==> src/rtl/multdiv_issue.sv <==
// multdiv_issue
//   Issue/handshake controller between an in-order pipeline and a multi-cycle
//   multiply/divide unit. It accepts one mult/div instruction at a time, freezes
//   the pipeline, and holds the operands and the select line steady while the unit
//   works. It returns the result (or a timeout exception) as a one-cycle
//   write-back strobe.
//
// Parameters
//   TIMEOUT      maximum RUN cycle count before the operation is aborted
//
// Ports
//   clock, reset        single clock; synchronous active-high reset
//   issue_valid         pipeline presents a mult/div instruction
//   issue_is_div        1 = divide, 0 = multiply
//   issue_rd            destination register
//   issue_a / issue_b   operands (32 / 16 bit)
//   stall               freeze upstream pipeline (RUN and DONE)
//   md_operandA/B       latched operands to the multdiv unit
//   md_ctrl_MULT/DIV    level select lines, only in RUN
//   md_result           multdiv result
//   md_exception        multdiv exception
//   md_resultRDY        multdiv result ready
//   wb_valid            one-cycle write-back strobe (DONE)
//   wb_rd/wb_data       write-back destination and value, held until next capture
//   wb_exception        multdiv exception or timeout
module multdiv_issue #(
  parameter int TIMEOUT = 48
) (
  input  logic        clock,
  input  logic        reset,
  input  logic        issue_valid,
  input  logic        issue_is_div,
  input  logic [4:0]  issue_rd,
  input  logic [31:0] issue_a,
  input  logic [15:0] issue_b,
  output logic        stall,
  output logic [31:0] md_operandA,
  output logic [15:0] md_operandB,
  output logic        md_ctrl_MULT,
  output logic        md_ctrl_DIV,
  input  logic [31:0] md_result,
  input  logic        md_exception,
  input  logic        md_resultRDY,
  output logic        wb_valid,
  output logic [4:0]  wb_rd,
  output logic [31:0] wb_data,
  output logic        wb_exception
);

  localparam int CW = $clog2(TIMEOUT + 1);
  localparam logic [CW-1:0] TIMEOUT_C = CW'(TIMEOUT);

  typedef enum logic [1:0] {
    IDLE = 2'd0,
    RUN  = 2'd1,
    DONE = 2'd2
  } state_t;

  state_t         state_reg, state_next;
  logic [CW-1:0]  count_reg, count_next;
  logic [31:0]    a_reg, a_next;
  logic [15:0]    b_reg, b_next;
  logic [4:0]     rd_reg, rd_next;
  logic           is_div_reg, is_div_next;
  logic [31:0]    wb_data_reg, wb_data_next;
  logic [4:0]     wb_rd_reg, wb_rd_next;
  logic           wb_exc_reg, wb_exc_next;

  always_comb begin
    state_next   = state_reg;
    count_next   = count_reg;
    a_next       = a_reg;
    b_next       = b_reg;
    rd_next      = rd_reg;
    is_div_next  = is_div_reg;
    wb_data_next = wb_data_reg;
    wb_rd_next   = wb_rd_reg;
    wb_exc_next  = wb_exc_reg;

    case (state_reg)
      IDLE: begin
        if (issue_valid) begin
          a_next      = issue_a;
          b_next      = issue_b;
          rd_next     = issue_rd;
          is_div_next = issue_is_div;
          count_next  = '0;
          state_next  = RUN;
        end
      end

      RUN: begin
        if (count_reg != TIMEOUT_C) begin
          count_next = count_reg + 1'b1;
        end
        // A ready seen on the first RUN cycle may be left over from the
        // previous operation, so it is not trusted. A genuine ready on the
        // timeout cycle still takes priority over the abort.
        if ((count_reg != '0) && md_resultRDY) begin
          wb_data_next = md_result;
          wb_exc_next  = md_exception;
          wb_rd_next   = rd_reg;
          state_next   = DONE;
        end else if (count_reg == TIMEOUT_C) begin
          wb_data_next = '0;
          wb_exc_next  = 1'b1;
          wb_rd_next   = rd_reg;
          state_next   = DONE;
        end
      end

      DONE: begin
        state_next = IDLE;
      end

      default: begin
        state_next = IDLE;
      end
    endcase
  end

  always_ff @(posedge clock) begin
    if (reset) begin
      state_reg   <= IDLE;
      count_reg   <= '0;
      a_reg       <= '0;
      b_reg       <= '0;
      rd_reg      <= '0;
      is_div_reg  <= 1'b0;
      wb_data_reg <= '0;
      wb_rd_reg   <= '0;
      wb_exc_reg  <= 1'b0;
    end else begin
      state_reg   <= state_next;
      count_reg   <= count_next;
      a_reg       <= a_next;
      b_reg       <= b_next;
      rd_reg      <= rd_next;
      is_div_reg  <= is_div_next;
      wb_data_reg <= wb_data_next;
      wb_rd_reg   <= wb_rd_next;
      wb_exc_reg  <= wb_exc_next;
    end
  end

  // Every output is decoded from registers only; issue_valid never reaches
  // stall combinationally.
  assign stall        = (state_reg != IDLE);
  assign md_operandA  = a_reg;
  assign md_operandB  = b_reg;
  assign md_ctrl_MULT = (state_reg == RUN) && !is_div_reg;
  assign md_ctrl_DIV  = (state_reg == RUN) &&  is_div_reg;
  assign wb_valid     = (state_reg == DONE);
  assign wb_rd        = wb_rd_reg;
  assign wb_data      = wb_data_reg;
  assign wb_exception = wb_exc_reg;

endmodule

==> config.mk <==
export PLATFORM = sky130hd
export DESIGN_NAME = multdiv_issue
export DESIGN_NICKNAME = d
export VERILOG_FILES = /design/src/rtl/multdiv_issue.sv
export SDC_FILE = /design/constraint.sdc
export NUM_CORES = 1
export LEC_CHECK = 0
export ABC_AREA = 1
export CAP_MARGIN = 20
export CELL_PAD_IN_SITES_DETAIL_PLACEMENT = 0
export CELL_PAD_IN_SITES_GLOBAL_PLACEMENT = 1
export CORE_MARGIN = 2
export CORE_UTILIZATION = 28
export CTS_CLUSTER_SIZE = 10
export DETAILED_ROUTE_END_ITERATION = 10
export PLACE_DENSITY_LB_ADDON = 0.1
export SLEW_MARGIN = 25
export SYNTH_ARGS = -nofsm -noshare
export SYNTH_HDL_FRONTEND = slang
export SYNTH_SLANG_ARGS = --single-unit
export TNS_END_PERCENT = 5
==> constraint.sdc <==
create_clock -name clock -period 1.9 [get_ports clock]
set_input_delay 0.19 -clock clock [delete_from_list [all_inputs] [get_ports clock]]
set_output_delay 0.19 -clock clock [all_outputs]
set_load 0.02 [all_outputs]
==> impl_results.md <==
* Unrepaired setup endpoints after global routing: false
* Via count at 3,569
* Commonest cells post-synth: nor2_1, dfxtp_1, nand2_1
* Worst Path Required at 1.71 ns
* Post-synthesis average cell area at 8.05 um^2
* CP top delay family: buffers and inverters
* Root buffer cell: clkbuf_16
* Placement Cell Area at 5720 um^2
* Synth area leaders: dfxtp_1, nor2_1, o21ai_0
* Final WL at 11,000 um
* Worst vdd ir at 0.371 mV
* Syn Inst Count at 472
* Leakage at 2.28 nW
* Critical path class: register to output port
* Hold Crit Class: input pin to register
* Yosys warning total at 0
* Starting density of the core at 0.287
* CTS tree: yes
* CTS max path bufs at 2
* P&R area growth vs syn at 58.7%
* Initial antenna violation count at 0
* Worst Max-Slew Pin Slew at 0.567 ns
* GRT overflow at 0
* Vias in the first global route at 3,451
* 1st-iter DRT viols at 199
* Buffers added on ports at 180
* Arrival @ worst endpoint at 1.50 ns
* Crit start category: register
* Bufs and invs on worst path at 2
* CP max stage cell: clkdlybuf4s50_1
* Setup-failing EPs final at 0
* Synthesized area at 3800 um^2
* Tmin final at 1.69 ns
* Share of the synthesized area in the top cell type at 0.527
* HPWL after detailed placement at 7570 um
* Deepest level of the CTS H-tree at 3
* Final setup skew at 0.00486 ns
* Remaining antenna violation count at 0
* IO Pins at 181
* Clk_lat worst skew at 0.35 ns
* Yosys reg bits at 100
* CP endpoint kind: output port
* Fillers at 1,335
* Post-synthesis sequential area ratio at 0.527
* Drt pass-1 iters at 4
* Max Fclk at 592 MHz
* Largest stage delay, worst path at 0.63 ns
* Cell taking the most area after synthesis: dfxtp_1
* Largest net degree at the start of global routing at 63
* Die width at 120 um
* Antenna fix cells at 0
* Postcts setup bufs at 0
* Slew Limit Fails at 0
* Final period util at 0.889
* Fraction of layout cells with a size suffix above 1 at 0.116
* Final #Nets at 735
* Top-count cell post-synth: nor2_1
* Hold slack at 0.397 ns
* Post-synth EDFFs at 0
* Routed len/inst at 13.4 um
* Total GRT Usage at 0.152
* Reg2reg setup slack at 0.36 ns
* Vias/cell at 4.34
* First-pass GRT wire length at 17,200 um
* DRC at 0
* CP Cell Sequence: inv_1, nor2_1, clkdlybuf4s50_1
* CP Max Fanout at 3
* Routability cong. at 0.776
* Full die area at 14,500 um^2
* Worst slew margin at 0.622
* Finished Cell Area at 6030 um^2
* Fin. Hold Viols at 0
* Run status: completed
* Prevailing post-synth register cell: dfxtp_1
* Total Power at 5.24 mW
* Clk sink count at 100
* # rows at 42
* Die Ht at 120 um
* Number of library cell types mapped by synthesis at 21
* MaxCap Viol Count at 0
* Core Area at 13,200 um^2
* Num CTS Buffers at 9
* Setup TNS at 0 ns
* Clock slew at reported path FFs at 0.07 ns
* Async SR Flop Fraction at 0
* Power Density at 869 nW/um^2
* Post-Syn Nets at 565
## final timing paths
kind | start | cells past startpoint | end
worst max-delay path | state_reg[1] | 3 | wb_valid
worst min-delay path | md_result[0] | 3 | wb_data[0]
worst max register to register | count_reg[0] | 9 | wb_rd[2]
worst min register to register | rd_reg[3] | 2 | rd_reg[3]
## worst register-to-register path, stage by stage (launching register included)
cell and delay, ns:
dfxtp_1 0.38, inv_1 0.09, ha_1 0.24, nand3_2 0.10, nand2_2 0.07, nand2_4 0.12, nand2_8 0.19, inv_2 0.17
nor2_1 0.05, nor2_1 0.08
## timing repair
| action | 4_1_cts | 5_1_grt |
|---|---|---|
| resized for setup | 0 | 2 |
| hold buffers | 0 | 0 |
| setup endpoints to repair | 0 | 2 |
## placed cells by master, fill, tap and decap left out, types with 2 or more instances in the layout
cell,synthesis,final
clkdlybuf4s50_1,0,177
nor2_1,121,121
dfxtp_1,100,100
nand2_1,60,60
o21ai_0,57,57
a21oi_1,24,24
nand2_2,21,21
a21oi_2,19,19
inv_1,15,15
nand3_1,11,11
clkbuf_16,0,9
buf_4,2,5
inv_2,4,4
nor2_2,3,3
nand3_2,3,3
ha_1,2,2
clkinv_2,0,2
clkbuf_8,0,2
dlymetal6s2s_1,0,2
buf_12,3,2
## cells by family after synthesis
logic type      share of synthesized area
compound gates                      0.150
fa+ha+maj                         0.00658
buf+inv                            0.0639
flops                               0.527
simple gates                        0.252
## routing by layer
metal  up-vias  GRT usage  wire length, um
met1      1602      0.188             5010
met4         0     0.0683              210
met3        14     0.0561              873
met5         -          0                0
li1       1840          -                -
met2       113      0.236             4900
## through the flow
stage	std cells	setup WS, ns	util
2_1_floorplan	472	0.545	-
3_3_place_gp	807	0.375	0.432
3_5_place_dp	807	0.343	0.432
4_1_cts	823	0.00166	0.455
5_1_grt	823	0.144	0.455
6_report	823	0.211	0.455
## cell type report
cell class	instances	area [um^2]	area share
clock buffer	12	256	0.0425
clock inverter	4	47.5	0.00788
tap	176	220	0.0365
multi-input combinational	325	1560	0.258
timing repair buffer	187	1880	0.312
inverter	19	71.3	0.0118
sequential	100	2000	0.332
## where the power goes
group / internal [mW] / switching [mW]
Sequential: 2.24 / 0.0740
Combinational: 0.509 / 0.527
Clock: 1.09 / 0.802
Total: 3.84 / 1.40
Note: power is estimated with default switching activity, not from simulation.
